## src/rtl/impl_fold_arbiter.sv

```systemverilog
// Purpose : round-robin arbiter in front of one shared implication-fold accumulator
//           (acc <= ~acc | operand, seeded with all-ones), returning {result, id}.
// Latency : 1 arbitration cycle, k beat cycles, result visible from cycle k+1.
//           Backpressure: only the granted requester sees ready; the result holds until res_ready_i.
// Ports   : clk/rst (sync, active-high); req_valid_i/req_data_i/req_last_i/req_ready_o per requester;
//           res_valid_o/res_data_o/res_id_o/res_ready_i result handshake; busy_o while not IDLE.
module impl_fold_arbiter #(
   parameter  int COUNT_OF_BITS = 4,
   parameter  int NUM_REQ       = 4,
   localparam int ID_W          = $clog2(NUM_REQ)
) (
   input  logic                             clk,
   input  logic                             rst,
   input  logic [NUM_REQ-1:0]               req_valid_i,
   input  logic [NUM_REQ*COUNT_OF_BITS-1:0] req_data_i,
   input  logic [NUM_REQ-1:0]               req_last_i,
   output logic [NUM_REQ-1:0]               req_ready_o,
   output logic                             res_valid_o,
   output logic [COUNT_OF_BITS-1:0]         res_data_o,
   output logic [ID_W-1:0]                  res_id_o,
   input  logic                             res_ready_i,
   output logic                             busy_o
);

   localparam int W   = COUNT_OF_BITS;
   localparam int IW1 = ID_W + 1;

   typedef enum logic [1:0] {IDLE, RUN, RESP} state_t;

   state_t              state_q;
   logic [W-1:0]        acc_q;
   logic [W-1:0]        acc_d;
   logic [ID_W-1:0]     grant_q;
   logic [ID_W-1:0]     rr_ptr_q;
   logic [NUM_REQ-1:0]  req_ready_q;
   logic                res_valid_q;
   logic                busy_q;

   logic                win_vld;
   logic [ID_W-1:0]     win_idx;
   logic [IW1-1:0]      cand;
   logic [NUM_REQ-1:0]  win_onehot;
   logic [W-1:0]        sel_dat;
   logic                sel_vld;
   logic                sel_last;

   // Round-robin search: candidates rr_ptr+1, rr_ptr+2, ... wrapping modulo NUM_REQ.
   // One extra bit on cand keeps rr_ptr+NUM_REQ from overflowing before the wrap.
   always_comb begin
      win_vld = 1'b0;
      win_idx = '0;
      cand    = '0;
      for (int i = 1; i <= NUM_REQ; i++) begin
         cand = {1'b0, rr_ptr_q} + IW1'(i);
         if (cand >= IW1'(NUM_REQ)) begin
            cand = cand - IW1'(NUM_REQ);
         end
         if (!win_vld && req_valid_i[cand[ID_W-1:0]]) begin
            win_vld = 1'b1;
            win_idx = cand[ID_W-1:0];
         end
      end
   end

   assign win_onehot = NUM_REQ'(1) << win_idx;

   // Operand mux for the granted requester; the single fold datapath follows it.
   always_comb begin
      sel_dat  = '0;
      sel_vld  = 1'b0;
      sel_last = 1'b0;
      for (int i = 0; i < NUM_REQ; i++) begin
         if (grant_q == ID_W'(i)) begin
            sel_dat  = req_data_i[i*W +: W];
            sel_vld  = req_valid_i[i];
            sel_last = req_last_i[i];
         end
      end
      acc_d = ~acc_q | sel_dat;
   end

   always_ff @(posedge clk) begin
      if (rst) begin
         state_q     <= IDLE;
         acc_q       <= '1;
         rr_ptr_q    <= ID_W'(NUM_REQ - 1);
         grant_q     <= '0;
         req_ready_q <= '0;
         res_valid_q <= 1'b0;
         busy_q      <= 1'b0;
      end else begin
         case (state_q)
            IDLE: begin
               if (win_vld) begin
                  grant_q     <= win_idx;
                  acc_q       <= '1;
                  req_ready_q <= win_onehot;
                  busy_q      <= 1'b1;
                  state_q     <= RUN;
               end
            end
            RUN: begin
               // Ready is held on the granted port, so its valid alone marks a beat.
               if (sel_vld) begin
                  acc_q <= acc_d;
                  if (sel_last) begin
                     req_ready_q <= '0;
                     res_valid_q <= 1'b1;
                     state_q     <= RESP;
                  end
               end
            end
            RESP: begin
               if (res_ready_i) begin
                  rr_ptr_q    <= grant_q;
                  res_valid_q <= 1'b0;
                  busy_q      <= 1'b0;
                  state_q     <= IDLE;
               end
            end
            default: state_q <= IDLE;
         endcase
      end
   end

   assign req_ready_o = req_ready_q;
   assign res_valid_o = res_valid_q;
   assign res_data_o  = acc_q;
   assign res_id_o    = grant_q;
   assign busy_o      = busy_q;

endmodule

```

## config.mk

```make
export PLATFORM = sky130hd
export DESIGN_NAME = impl_fold_arbiter
export DESIGN_NICKNAME = d
export VERILOG_FILES = /design/src/rtl/impl_fold_arbiter.sv
export SDC_FILE = /design/constraint.sdc
export NUM_CORES = 1
export LEC_CHECK = 0
export CAP_MARGIN = 20
export CORE_UTILIZATION = 41
export DETAILED_ROUTE_END_ITERATION = 12
export HOLD_SLACK_MARGIN = 0.06
export PLACE_DENSITY = 0.84
export SYNTH_ARGS = -nofsm -noshare
export SYNTH_HDL_FRONTEND = slang
export SYNTH_SLANG_ARGS = --single-unit
```

## constraint.sdc

```tcl
create_clock -name clk -period 2 [get_ports clk]
set_input_delay 0.4 -clock clk [delete_from_list [all_inputs] [get_ports clk]]
set_output_delay 0.4 -clock clk [all_outputs]
set_load 0.01 [all_outputs]
```

==> run_results.csv, run 1 <==
group,metric,value,unit
outcome,status,"completed",
logic_synthesis,synth_cells,90,
clocking,clkSinkCount,16,
sta,rsz0062_at_grt,"no",
logic_synthesis,syn_area_per_cell,10.0,um^2
placement,port_buffers,38,
power_and_ir_drop,ir_drop,485,uV
sta,fin_skew,6.87,ps
grt,grt.total_usage,23.1,%
drt,ant_nets,0,
drt,route.vias.total,899,
drt,drtPass1Iterations,4,
die,ios,39,
clocking,cts_resized,0,
sta,relSlewSlack,70.5,%
min_path,whs_endpoint,"res_valid_o$_SDFFE_PP0P_",
die,dieArea,2390,um^2
drt,vias_per_cell,5.55,
sta,period_minus_slack,1770,ps
setup_path,cp_slowest_cell,"clkdlybuf4s50_1",
setup_path,reg2reg_slack,330,ps
drt,route.met2.wl,1130,um
cells_and_area,nNetsFinal,164,
placement,place_congestion,0.830,
cells_and_area,area_growth,52.7,%
clocking,cts-hold-fix-buffers,0,
clocking,htree_levels,1,
sta,setup_violations,0,
drt,highest_layer,"met4",
cells_and_area,layout-drive-gt1-share,12.6,%
logic_synthesis,yosysSeqAreaShare,35.5,%
sta,fmaxAchievable,566,MHz
grt,grt_max_degree,18,
setup_path,end_kind,"output pin",
die,die_h,48.9,um
grt,grt_pass1_wl,4150,um
drt,drt-met1-wl,1150,um
setup_path,max_stage_delay,590,ps
drt,wire_per_inst,15.1,um
clocking,tritoncts,"yes",
sta,finalHoldViolations,0,
job,drv_cap,0,
logic_synthesis,ys_types,31,
setup_path,cp_top_family,"buffers and inverters",
logic_synthesis,synth-seq-cells,16,
sta,worstMarginPinSlew,440,ps
logic_synthesis,synth_nets,117,
logic_synthesis,synth_edf_count,0,
drt,drc,0,
setup_path,path_buf_inv,1,
power_and_ir_drop,p_per_area,584,nW/um^2
die,start_util,44.6,%
min_path,hold_depth,2,
drt,drtIter0Drc,31,
setup_path,r2r_start,"res_id_o[0]$_SDFFE_PP0P_",
die,rows,16,
clocking,cts_buffers,3,
setup_path,path_max_fanout,11,
setup_path,worstPathRequired,1600,ps
setup_path,arrival,1370,ps
logic_synthesis,yosysWarnings,0,
setup_path,worstSetupStartpoint,"res_id_o[0]$_SDFFE_PP0P_",
die,die_w,48.9,um
setup_path,reg2reg_depth,3,
min_path,min_from,"res_valid_o$_SDFFE_PP0P_",
cells_and_area,diodes,0,
drt,wirelength,2440,um
setup_path,worstSetupPathType,"reg2out",
clocking,clock_latency,280,ps
clocking,clockRootBuffer,"clkbuf_4",
sta,period_share,88.3,%
clocking,clkTransAtPathRegs,80,ps
setup_path,r2r-end,"req_ready_o[1]$_SDFFE_PP0P_",
grt,antenna_found_initial,0,
logic_synthesis,async_flop_share,0,%
sta,whs,467,ps
grt,grt_pass1_vias,867,
grt,grt-ovfl-total,0,
setup_path,crit_chain,"clkdlybuf4s50_1",
sta,setup_tns,0,ps
logic_synthesis,syn_area,902,um^2
die,coreArea,2020,um^2
drt,routed-wl-met3,113,um
min_path,min_path_type,"reg2reg",
clocking,clockBufferDepth,2,
logic_synthesis,synth_ff_type,"dfxtp_1",
sta,maxSlewViolCount,0,
placement,hpwl,1920,um
setup_path,cp-start-kind,"flop",
power_and_ir_drop,leakagePower,0.484,nW
clocking,cts_setup_buffers,0,
## power breakdown
| group | switching, mW | internal (mW) | total, mW |
|---|---|---|---|
| logic | 0.102 | 0.162 | 0.264 |
| registers | 0.0345 | 0.345 | 0.380 |
| clock network | 0.0912 | 0.0700 | 0.161 |
## tightest hold or removal path: cells and delay by family (launching register included)
| family | cells | cell delay, ps |
|---|---|---|
| AND/OR/NAND/NOR | 1 | 50 |
| AO/OA/AOI/OAI | 1 | 60 |
| flip-flops | 1 | 310 |
## how the worst max path moves through the flow
| stage | cells after the start | end | slack (ps) |
|---|---|---|---|
| after floorplan | 4 | req_ready_o[0]$_SDFFE_PP0P_ | 470 |
| after global placement | 6 | req_ready_o[2]$_SDFFE_PP0P_ | 40 |
| after detailed placement | 6 | req_ready_o[1]$_SDFFE_PP0P_ | 30 |
| after CTS | 1 | res_id_o[0] | 50 |
| after global routing | 1 | res_id_o[0] | 170 |
| final | 1 | res_id_o[0] | 230 |
## final cells by class
cell class	count	area, um^2
Sequential cell	16	323
Multi-Input combinational cell	66	543
Clock buffer	3	22.5
Tap cell	27	33.8
Fill cell	167	644
Inverter	4	15.0
Timing Repair Buffer	46	440
## registers in the layout, summed over array words and instances, names as in the netlist
signal,count
busy_o,1
req_ready_o,4
res_data_o,4
res_id_o,2
res_valid_o,1
rr_ptr_q,2
state_q,2
## layout by cell type (no fill, tap or decap), types with 2 or more instances in the layout
cell type	netlist	layout
a211oi_1	2	2
a32o_1	2	2
nand3_1	2	2
dfxtp_1	16	14
nor4_1	2	2
o22a_1	2	2
nand2_1	4	4
mux2i_1	2	2
mux4_1	5	5
nand3b_1	2	2
nor2_1	11	11
inv_1	4	4
nand2b_1	4	4
a211o_1	3	3
buf_4	0	8
o2bb2ai_1	2	2
dfxtp_2	0	2
nor4b_1	4	4
clkdlybuf4s50_1	0	38
clkbuf_4	0	3
a21oi_1	9	9
## layer usage
metal	global-route usage [%]	up-vias
met3	6.85	6
met1	29.3	417
met2	37.0	32
li1	-	444
met4	8.33	0
met5	0	-
## per-stage QoR
| stage | worst slack (ps) | instance area (um^2) | std cells | utilization (%) | total power, mW |
|---|---|---|---|---|---|
| final | 234 | 1380 | 162 | 68.1 | 0.805 |
| after global routing | 168 | 1380 | 162 | 68.1 | 0.858 |
| after CTS | 49.4 | 1380 | 162 | 68.0 | 0.807 |
| after detailed placement | 32.0 | 1350 | 159 | 66.9 | 0.648 |
| after global placement | 40.8 | 1350 | 159 | 66.9 | 0.640 |
| after floorplan | 470 | 902 | 90 | - | 0.515 |
## synth_stat cells (2+ instances only)
master	instances	area share, %
nor4b_1	4	3.9
nor4_1	2	1.4
mux4_1	5	15
nand3b_1	2	1.7
nand2b_1	4	2.8
nand3_1	2	1.1
nand2_1	4	1.7
a211oi_1	2	1.7
dfxtp_1	16	36
inv_1	4	1.7
nor2_1	11	4.6
a21oi_1	9	5.0
a211o_1	3	2.9
o22a_1	2	1.9
mux2i_1	2	2.2
a32o_1	2	2.2
o2bb2ai_1	2	1.9
## cells by family (layout without fill, tap and decap cells)
family	Yosys count	count (layout)	share of synthesized area (%)
AO/OA/AOI/OAI	25	25	20.5
buffers and inverters	8	53	4.30
AND/OR/NAND/NOR	33	33	20.4
multiplexers	8	8	19.3
flip-flops	16	16	35.5
Note: power is estimated with default switching activity, not from simulation.
==> run 2: changes to the inputs <==
CTS_BUF_LIST = sky130_fd_sc_hd__clkbuf_4 sky130_fd_sc_hd__clkbuf_8 sky130_fd_sc_hd__clkbuf_16   (was not set)
MAX_ROUTING_LAYER = met4   (was not set)
PLACE_DENSITY = 0.78   (was 0.84)
==> run 2 against run 1 <==
Compared with the run above: cell count fell by 1.9%; combinational power fell by 3%; sequential cell count did not move; wire length fell by 3.8%; critical path type unchanged.
==> run_results.csv, run 2 (synthesis results as in run 1) <==
group,metric,value,unit
outcome,status,"completed",
job,drv_cap,0,
drt,wire_per_inst,14.8,um
setup_path,arrival,1380,ps
cells_and_area,fin_cells,159,
sta,maxSlewViolCount,0,
placement,dp.cells,156,
clocking,cts-hold-fix-buffers,0,
cells_and_area,mostFrequentLayoutCells,"clkdlybuf4s50_1 (38), dfxtp_1 (14), nor2_1 (11), a21oi_1 (9)",
grt,top_usage_layer,"met2",
sta,fmaxAchievable,561,MHz
clocking,clkTransAtPathRegs,90,ps
cells_and_area,fin_area,1360,um^2
grt,grt_use_met1,27.2,%
drt,ant_nets,0,
clocking,tritoncts,"yes",
setup_path,cp_slowest_cell,"clkdlybuf4s50_1",
die,rows,16,
setup_path,path_max_fanout,11,
grt,antenna_found_initial,0,
sta,fin_ws,216,ps
placement,placed_area,1330,um^2
sta,period_minus_slack,1780,ps
grt,grt_pass1_wl,3870,um
drt,drc,0,
drt,drtPass1Iterations,4,
power_and_ir_drop,p_per_area,598,nW/um^2
setup_path,path_buf_inv,1,
grt,grt_pass1_vias,848,
setup_path,worstSetupPathType,"reg2out",
grt,grt.total_usage,21.9,%
cells_and_area,layout_commonest_cell,"clkdlybuf4s50_1",
drt,wirelength,2350,um
die,dieArea,2390,um^2
grt,met3_usage,2.80,%
clocking,clockBufferDepth,2,
cells_and_area,layout-drive-gt1-share,10.6,%
grt,grt_max_degree,18,
die,die_h,48.9,um
sta,rsz0062_at_grt,"no",
die,ios,39,
drt,route.vias.total,883,
clocking,cts_buffers,3,
drt,vias_per_cell,5.55,
sta,finalHoldViolations,0,
min_path,min_path_type,"reg2reg",
cells_and_area,diodes,0,
cells_and_area,area_growth,50.2,%
power_and_ir_drop,leakagePower,0.469,nW
die,coreArea,2020,um^2
clocking,clkSinkCount,16,
grt,grt-ovfl-total,0,
setup_path,worstPathRequired,1600,ps
sta,setup_tns,0,ps
sta,fin_skew,1.78,ps
sta,worstMarginPinSlew,465,ps
clocking,clock_latency,290,ps
drt,drtIter0Drc,22,
setup_path,cp_top_family,"buffers and inverters",
cells_and_area,nNetsFinal,161,
cells_and_area,post-route-util,67.0,%
setup_path,end_kind,"output pin",
placement,place_congestion,0.761,
placement,port_buffers,38,
placement,hpwl,1900,um
clocking,htree_levels,1,
power_and_ir_drop,total_power,0.810,mW
grt,grt_util_met2,34.5,%
sta,setup_violations,0,
clocking,cts_setup_buffers,0,
sta,whs,456,ps
setup_path,reg2reg_slack,350,ps
die,start_util,44.6,%
sta,relSlewSlack,68.8,%
power_and_ir_drop,ir_drop,382,uV
die,die_w,48.9,um
clocking,clockRootBuffer,"clkbuf_4",
setup_path,crit_chain,"clkdlybuf4s50_1",
sta,period_share,89.2,%
placement,dp_slack,-61.9,ps
setup_path,cp-start-kind,"flop",
setup_path,max_stage_delay,590,ps
[run 2: cell types whose count changed in the layout (fill, tap and decap cells not counted), sizes merged]
cell and change:
buf -3
[run 2: where the power goes]
| group | switching [mW] | leakage, nW | internal (mW) |
|---|---|---|---|
| combinational | 0.0985 | 0.323 | 0.158 |
| sequential | 0.0357 | 0.132 | 0.346 |
| clock | 0.102 | 0.0138 | 0.0701 |
| total | 0.236 | 0.469 | 0.574 |
[run 2: what timing repair did]
item	in CTS	in global routing
gates resized for setup	0	2
hold endpoints to repair	0	0
endpoints found under the setup margin	0	2
[run 2: final cells by class]
class                           instances  area, um^2
Clock buffer                            3        22.5
Sequential cell                        16         323
Inverter                                4        15.0
Fill cell                             163         667
Tap cell                               27        33.8
Timing Repair Buffer                   43         418
Multi-Input combinational cell         66         543
[run 2: path summary, 6_finish.rpt]
path | startpoint | to | cells after the start
worst max register to register | res_id_o[0]$_SDFFE_PP0P_ | req_ready_o[1]$_SDFFE_PP0P_ | 3
worst min register to register | res_valid_o$_SDFFE_PP0P_ | res_valid_o$_SDFFE_PP0P_ | 2
worst max-delay path | res_id_o[0]$_SDFFE_PP0P_ | res_id_o[0] | 1
worst min-delay path | res_valid_o$_SDFFE_PP0P_ | res_valid_o$_SDFFE_PP0P_ | 2
[run 2: routing by layer]
metal	wire (um)	vias to the layer above
li1	-	437
met1	1070	409
met2	1100	28
met3	81	9
met4	91	0
met5	0	-
